<file path="src/rtl/dmrs_all.sv">
// DMRS symbol generator: one QPSK symbol per cycle from the latched Nsc table, then a held done level.
// Latency: symbol n appears one edge after start plus n; no backpressure, dmrs_en only gates start/exit.
module dmrs_all (
  input  logic        clk,
  input  logic        reset,
  input  logic        dmrs_en,
  input  logic [3:0]  Nsc,
  output logic [31:0] real_part,
  output logic [31:0] img_part,
  output logic        dmrs_done
);

  localparam logic [1:0] S_IDLE = 2'd0;
  localparam logic [1:0] S_GEN  = 2'd1;
  localparam logic [1:0] S_DONE = 2'd2;

  localparam logic [31:0] AMP_POS = 32'h0000_B505;
  localparam logic [31:0] AMP_NEG = 32'hFFFF_4AFB;

  localparam logic [1:0] TBL_N1  = 2'd0;
  localparam logic [1:0] TBL_N3  = 2'd1;
  localparam logic [1:0] TBL_N6  = 2'd2;
  localparam logic [1:0] TBL_N12 = 2'd3;

  // Two bits per symbol {re_neg, im_neg}, symbol 0 in the LSBs: +1=00, -1=01, +3=10, -3=11.
  localparam logic [23:0] PH_N12 = 24'b10_11_00_10_00_00_10_10_11_10_00_01;
  localparam logic [23:0] PH_N6  = 24'b00_00_00_00_00_00_11_10_00_00_00_00;
  localparam logic [23:0] PH_N3  = 24'b00_00_00_00_00_00_00_00_00_11_11_00;
  localparam logic [23:0] PH_N1  = 24'b0;

  logic [1:0]  state_q, state_d;
  logic [3:0]  idx_q, idx_d;
  logic [1:0]  tbl_q, tbl_d;
  logic [31:0] real_q, real_d;
  logic [31:0] img_q, img_d;
  logic        done_q, done_d;

  logic [23:0] ph_vec;
  logic [1:0]  ph_code;
  logic [3:0]  last_idx;

  always_comb begin
    ph_vec   = PH_N1;
    last_idx = 4'd0;
    case (tbl_q)
      TBL_N3:  begin ph_vec = PH_N3;  last_idx = 4'd2;  end
      TBL_N6:  begin ph_vec = PH_N6;  last_idx = 4'd5;  end
      TBL_N12: begin ph_vec = PH_N12; last_idx = 4'd11; end
      default: begin ph_vec = PH_N1;  last_idx = 4'd0;  end
    endcase
    ph_code = ph_vec[{idx_q, 1'b0} +: 2];
  end

  always_comb begin
    state_d = state_q;
    idx_d   = idx_q;
    tbl_d   = tbl_q;
    real_d  = 32'd0;
    img_d   = 32'd0;
    done_d  = 1'b0;
    case (state_q)
      S_IDLE: begin
        if (dmrs_en) begin
          idx_d   = 4'd0;
          state_d = S_GEN;
          case (Nsc)
            4'd1:    tbl_d = TBL_N1;
            4'd3:    tbl_d = TBL_N3;
            4'd6:    tbl_d = TBL_N6;
            4'd12:   tbl_d = TBL_N12;
            default: state_d = S_DONE;
          endcase
        end
      end
      S_GEN: begin
        real_d = ph_code[1] ? AMP_NEG : AMP_POS;
        img_d  = ph_code[0] ? AMP_NEG : AMP_POS;
        if (idx_q == last_idx) begin
          state_d = S_DONE;
        end else begin
          idx_d = idx_q + 4'd1;
        end
      end
      S_DONE: begin
        // The first DONE edge always raises done, so a release during GEN still shows completion.
        if (!done_q) begin
          done_d = 1'b1;
        end else if (dmrs_en) begin
          done_d = 1'b1;
        end else begin
          state_d = S_IDLE;
        end
      end
      default: state_d = S_IDLE;
    endcase
  end

  always_ff @(posedge clk) begin
    if (reset) begin
      state_q <= S_IDLE;
      idx_q   <= 4'd0;
      tbl_q   <= TBL_N1;
      real_q  <= 32'd0;
      img_q   <= 32'd0;
      done_q  <= 1'b0;
    end else begin
      state_q <= state_d;
      idx_q   <= idx_d;
      tbl_q   <= tbl_d;
      real_q  <= real_d;
      img_q   <= img_d;
      done_q  <= done_d;
    end
  end

  assign real_part = real_q;
  assign img_part  = img_q;
  assign dmrs_done = done_q;

endmodule

</file>
<file path="config.mk">
export PLATFORM = sky130hd
export DESIGN_NAME = dmrs_all
export DESIGN_NICKNAME = d
export VERILOG_FILES = /design/src/rtl/dmrs_all.sv
export SDC_FILE = /design/constraint.sdc
export NUM_CORES = 1
export LEC_CHECK = 0
export ABC_AREA = 1
export CORE_MARGIN = 2
export CORE_UTILIZATION = 38
export DETAILED_ROUTE_END_ITERATION = 7
export PLACE_DENSITY = 0.81
export SYNTH_ARGS = -nofsm -noshare
export SYNTH_HDL_FRONTEND = slang
export SYNTH_SLANG_ARGS = --single-unit
</file>
<file path="constraint.sdc">
create_clock -name clk -period 3.6 [get_ports clk]
set_input_delay 0.72 -clock clk [delete_from_list [all_inputs] [get_ports clk]]
set_output_delay 0.72 -clock clk [all_outputs]
set_load 0.05 [all_outputs]
</file>
# Word level (Yosys, flattened, before mapping)

Index checks and enable logic that the tools add are counted.
W data, S select, Z words.

Bitwise logic cells: 2
Shift-type cells: 1
Add/sub/neg operators: 1
Equality and inequality tests: 15
Div/mod/pow operators: 0
Reduce and logical (&&, ||, !) cells: 9
Multiplexer cells: 16
Multipliers: 0
Magnitude comparators: 0

Operators with widths:

| cell                  | count |
|---|---|
| $pmux W24 S3          | 1 |
| $mux W32              | 2 |
| $shiftx A24 B6 Y2     | 1 |
| $pmux W4 S3           | 1 |
| $mux W2               | 5 |
| $ne A2 B2 Y1 const B  | 5 |
| $mux W4               | 2 |
| $pmux W2 S4           | 1 |
| $pmux W4 S2           | 1 |
| $eq A2 B2 Y1 const B  | 3 |
| $pmux W2 S3           | 1 |
| $reduce_and A3 Y1     | 2 |
| $add A4 B1 Y4 const B | 1 |
| $eq A2 B1 Y1 const B  | 2 |
| $eq A4 B1 Y1 const B  | 1 |
| $eq A4 B2 Y1 const B  | 1 |
| $eq A4 B3 Y1 const B  | 1 |
| $eq A4 B4 Y1          | 1 |
| $eq A4 B4 Y1 const B  | 1 |
| $reduce_and A4 Y1     | 1 |
| $reduce_bool A4 Y1    | 1 |
| $reduce_or A2 Y1      | 2 |
| $reduce_or A4 Y1      | 1 |
| $logic_not A2 Y1      | 1 |
| other kinds (3)       | 5 |

Word-level logic and storage cells: 50
Register bits after elaboration: 73
Memories: 0
Memory bits (read-only): 0
Input port bits: 7
Bits in latches: 0
RAM bits: 0

# Longest topological paths before layout

Gate-level depths: netlist (run 1).

Depth after elaboration: 5
Depth in mapped cells: 10

# Worst setup path before layout (run 1)

OpenSTA, ideal clock, no wires.

Kind: reg-to-output
From: reg img_part[30] (netlist name)
To: out img_part[11]
Data arrival time: 1320 ps
Slack: 1560 ps
Data required time: 2880 ps
Cell stages (with the launch flop): 2
Path buffers: 1
Cells stage by stage: dfxtp_1 -> buf_4

RTL lines:

| what             | RTL line | text |
|---|---|---|
| end: declaration | 9        | `output logic [31:0] img_part,` |

==> flow_summary.ini, run 1 <==
[setup_path]
crit_type = reg -> out
path_delay_family = buffers and inverters
crit_fanout = 25
cp-start-kind = flop
cpMaxStageDelayCell = clkdlybuf4s50_1
cp.required_ps = 2880
critical_path.cell_chain = clkdlybuf4s50_1
crit_arrival_ps = 1980
end_kind = output pin
critical_path.max_stage_delay_ps = 950
cp_num_buf_inv = 1

[pwr]
p_int_mw = 0.249
switchingPower_mw = 0.136
p_comb_share_pct = 30.7
worst_ir_drop_vdd_mv = 0.259
clockPowerShare_pct = 22.0
p_seq_share_pct = 47.3
power.density_nw_per_um2 = 247
p_sw_share_pct = 35.3
leakagePower_nw = 0.597

[timing]
setup_viol = 0
hold_viol_final = 0
fin_crit_ps = 2700
setup_tns_ps = 0
max_freq_mhz = 371
setup_ws_ps = 905
maxSlewViolCount = 0
finClkSkew_ps = 4.71
timing.final.crit_share_pct = 74.9
relSlewSlack_pct = 55.6
rsz0062_at_grt = false
tightestPinTransition_ps = 666

[logic_synthesis]
synth_xor_area_share_pct = 1.42
synth-seq-cells = 14
synth_edf_count = 0
yosys_warnings = 0
async_flop_share_pct = 0
syn_inst = 179
seq_area_frac_synth_pct = 22.7
synth_area_leaders = buf_4, dfxtp_1, nand2_1
yosysTopAreaCell = buf_4
synthMuxAreaShare_pct = 0
synth.top_cell.area_share_pct = 36.5
synth_top_family_by_area = buffers and inverters
synth_fa_ha_area_share_pct = 1.01
synthTopCellsByCount = buf_4, nand2_1, inv_1
syn_avg_cell_area_um2 = 6.89
ys.flop_type = dfxtp_1
syn_nets = 187
synth_compound_area_share_pct = 8.22
synth.distinct_cells = 25
yosysMostFrequentCell = buf_4
synth_area_um2 = 1230
yosys.area_share.simple_pct = 23.2

[global_routing]
grt_pass1_wl_mm = 3.27
grt_use_met3_pct = 4.90
use_met1_pct = 14.1
grt_overflow = 0
grt_pass1_vias = 743
grt_use_total_pct = 11.6
grt_max_degree = 26
grt-busiest-layer = met2
gr-usage-met2_pct = 19.7
antenna_found_initial = 0

[clock_network]
postCtsHoldBufs = 0
htreeDepth = 1
clk_pin_slew_ps = 80
cts.sinks = 14
clkLatencyLatePin_ps = 280
cts_buffers = 3
root_buffer = clkbuf_4
cts_tree = done
postCtsResizedCells = 0
clockBufferDepth = 2
post_cts_buffers = 0

[die]
die_area_um2 = 3720
die_w_um = 61.0
start_util_pct = 40.1
rows = 20
die_h_um = 61.0
coreArea_um2 = 3080
io_pins = 72

[job]
cap_violations = 0

[route]
vias = 1022
drt-pass1-iter-count = 4
drtAntennaViolNets = 0
drc = 0
wl_per_cell_um = 9.41
drt_wl_total_mm = 2.20
vias_per_cell = 4.37
initialDrtViolationCount = 25

[cells_and_area]
fillers = 301
drive_above_1_share_pct = 6.84
final_area_um2 = 1560
n_antenna_cell = 0
fin_nets = 200
fin_util_pct = 50.6
area_delta_synth_final_pct = 26.3

[placed_design]
place_area_um2 = 1540
port-buffer-count = 71
dpl_worst_slack_ps = 1180
place_congestion = 0.878
dpl.hpwl_mm = 1.79

[min_path]
hold_path.class = reg -> reg

[outcome]
status = completed
[tightest hold or removal path: stages, from the launching register on]
cell and delay [ps]:
dfxtp_1 370, inv_2 100, a21oi_1 60
[cell usage in the layout (no fill, tap or decap), types with 2 or more instances in the layout]
cell type	n
dfxtp_1	14
nor2_1	10
nand4_1	2
nand3_1	14
o21ai_0	6
nand2_2	3
clkdlybuf4s50_1	71
clkbuf_4	3
inv_1	16
nand2_1	26
inv_2	3
a21oi_1	10
[registers in the layout, indices dropped and copies added, names as in the netlist]
register and count:
dmrs_done 1, idx_q 4, img_part 2, real_part 3, state_q 2, tbl_q 2
[routing by layer]
layer / wire, µm / vias up
met5: 0 / -
met4: 10 / 0
met3: 274 / 3
met2: 971 / 64
met1: 945 / 433
li1: - / 522
[worst paths after layout]
path	from	endpoint	slack, ps	cells after the start
worst max-delay path	real_part[30]$_SDFF_PP0_	real_part[20]	900	1
worst min-delay path	tbl_q[0]$_SDFFE_PP0P_	tbl_q[0]$_SDFFE_PP0P_	560	2
worst max register to register	tbl_q[1]$_SDFFE_PP0P_	idx_q[2]$_SDFFE_PP0P_	2230	9
worst min register to register	tbl_q[0]$_SDFFE_PP0P_	tbl_q[0]$_SDFFE_PP0P_	560	2
[cell type report]
type	count	area [µm²]	share of cell area, %
timing repair buffer	71	711	45.6
inverter	19	71.3	4.58
sequential	14	280	18.0
tap	44	55.1	3.53
clock buffer	3	22.5	1.45
multi-input combinational	83	418	26.8
[power by group through the flow]
stage	Combinational (mW)	Clock, mW	Sequential, mW
after floorplan	0.0834	0	0.193
after global placement	0.117	0	0.186
after detailed placement	0.119	0	0.186
after CTS	0.119	0.0896	0.182
after global routing	0.131	0.0990	0.184
final	0.118	0.0846	0.182
[cell families after synthesis]
family | count (synthesis)
AO/OA/AOI/OAI | 19
XOR/XNOR | 2
adder cells (fa/ha/maj) | 1
buffers and inverters | 82
flip-flops | 14
AND/OR/NAND/NOR | 61
[metrics by stage]
step | hold slack (ps) | total power, mW | std cells
floorplan | 507 | 0.277 | 179
global placement | 543 | 0.303 | 231
detailed placement | 548 | 0.305 | 231
CTS | 562 | 0.391 | 234
global route | 595 | 0.414 | 234
finish | 560 | 0.385 | 234
Note: power is estimated with default switching activity, not from simulation.
==> inputs of run 2 (changes only) <==
==> constraint.sdc (replaced) <==
create_clock -name clk -period 2.5 [get_ports clk]
set_input_delay 0.5 -clock clk [delete_from_list [all_inputs] [get_ports clk]]
set_output_delay 0.5 -clock clk [all_outputs]
set_load 0.05 [all_outputs]
==> run 2 against run 1 <==
Via count is 3.5% higher; register-to-register slack lost 1200 ps; global-route usage rose by 0.73 points; sequential share of layout area shrank 0.17 points; critical path depth grew 1; cell count rose by 0.85%; sequential power up 44%; core utilization rose by 0.49 points; clock skew down 0.81 ps; first-iteration DRC count rose by 68%; hold slack better by 2.6 ps; critical path type unchanged; highest routed layer unchanged.
==> flow_summary.ini, run 2 (synthesis results as in run 1) <==
[outcome]
status = completed

[route]
drt_wl_total_mm = 2.31
vias = 1058
drc = 0
drtAntennaViolNets = 0
initialDrtViolationCount = 42
wl_per_cell_um = 9.77
drt-pass1-iter-count = 4
vias_per_cell = 4.48

[timing]
finClkSkew_ps = 3.90
maxSlewViolCount = 0
hold_viol_final = 0
tightestPinTransition_ps = 512
timing.final.crit_share_pct = 86.6
fin_crit_ps = 2160
setup_viol = 0
rsz0062_at_grt = false
relSlewSlack_pct = 65.8
setup_tns_ps = 0
holdWs_ps = 562
max_freq_mhz = 462
setup_ws_ps = 336

[setup_path]
critical_path.max_stage_delay_ps = 850
cp.required_ps = 2000
cp-start-kind = flop
reg2regPathDepth = 9
cp-startpoint = real_part[30]$_SDFF_PP0_
timing.rr.start = tbl_q[1]$_SDFFE_PP0P_
crit_fanout = 25
critical_path.cell_chain = buf_4 > clkdlybuf4s50_1
reg2reg_setup_slack_ps = 1070
end_kind = output pin
crit_type = reg -> out
cpMaxStageDelayCell = clkdlybuf4s50_1
crit_arrival_ps = 1660
reg2reg_to = idx_q[1]$_SDFFE_PP0P_

[die]
rows = 20
io_pins = 72
die_area_um2 = 3720
start_util_pct = 40.1
die_w_um = 61.0
coreArea_um2 = 3080
die_h_um = 61.0

[cells_and_area]
drive_above_1_share_pct = 7.81
layout_common_cells = clkdlybuf4s50_1, nand2_1, inv_1
fin_nets = 202
layout_commonest_cell = clkdlybuf4s50_1
area_delta_synth_final_pct = 27.5
regMostFlops = idx_q
n_antenna_cell = 0
layout.cells.non_filler = 236
largest_reg_flops = 4
final_area_um2 = 1570

[global_routing]
grt_pass1_vias = 836
grt_max_degree = 26
grt_use_total_pct = 12.4
grt_overflow = 0
antenna_found_initial = 0
grt_pass1_wl_mm = 3.50

[pwr]
p_seq_share_pct = 46.4
worst_ir_drop_vdd_mv = 0.391
p_sw_share_pct = 36.5
leakagePower_nw = 0.608
p_int_mw = 0.358
clockPowerShare_pct = 22.9
switchingPower_mw = 0.206
p_comb_share_pct = 30.7
power.density_nw_per_um2 = 359

[clock_network]
cts_buffers = 3
post_cts_buffers = 0
postCtsHoldBufs = 0
cts.sinks = 14
htreeDepth = 1
root_buffer = clkbuf_4
postCtsResizedCells = 0
cts_tree = done
clockBufferDepth = 2
clkLatencyLatePin_ps = 280
clk_pin_slew_ps = 80

[min_path]
whs_path_depth = 2
hp-start = tbl_q[0]$_SDFFE_PP0P_
hold_path.class = reg -> reg
hold_path_end = tbl_q[0]$_SDFFE_PP0P_

[placed_design]
dp.cells = 233
place_area_um2 = 1550
place_congestion = 0.819
dpl.hpwl_mm = 1.81
port-buffer-count = 71
dpl_worst_slack_ps = 627

[job]
cap_violations = 0
run 2: cell count changes in the layout (fill, tap and decap cells not counted), sizes merged:
cell	change
buf	+2
run 2: worst max-delay path by stage:
stage                    endpoint
floorplan            img_part[11]
global placement    real_part[26]
detailed placement   real_part[6]
CTS                  img_part[16]
global route        real_part[21]
finish               real_part[6]
run 2: per-layer routing:
| layer | track usage, % | vias up | part of all wire, % |
|---|---|---|---|
| met5 | 0 | - | 0 |
| met4 | 4.35 | 0 | 0.61 |
| met3 | 3.84 | 3 | 12 |
| met2 | 21.4 | 73 | 45 |
| met1 | 14.4 | 456 | 43 |
| li1 | - | 526 | - |
run 2: layout make-up:
cell class,count,area (µm²)
Inverter,19,71.3
Tap cell,44,55.1
Timing Repair Buffer,73,726
Fill cell,307,1510
Multi-Input combinational cell,83,418
Sequential cell,14,280
Clock buffer,3,22.5
run 2: power by group through the flow:
stage	logic, mW	registers (mW)	clock network (mW)
after detailed placement	0.173	0.267	0
after floorplan	0.120	0.279	0
after global placement	0.169	0.267	0
after global routing	0.190	0.266	0.144
final	0.173	0.262	0.130
after CTS	0.173	0.262	0.134
run 2: worst max-delay path, delay by kind of cell (launching register included):
kind                   cells  cell delay, ps
DFF                        1             310
buffers and inverters      2            1070
run 2: through the flow:
stage	total power, mW	util, %
detailed placement	0.440	50.4
floorplan	0.399	-
global placement	0.436	50.4
CTS	0.569	51.1
global route	0.599	51.1
finish	0.565	51.1
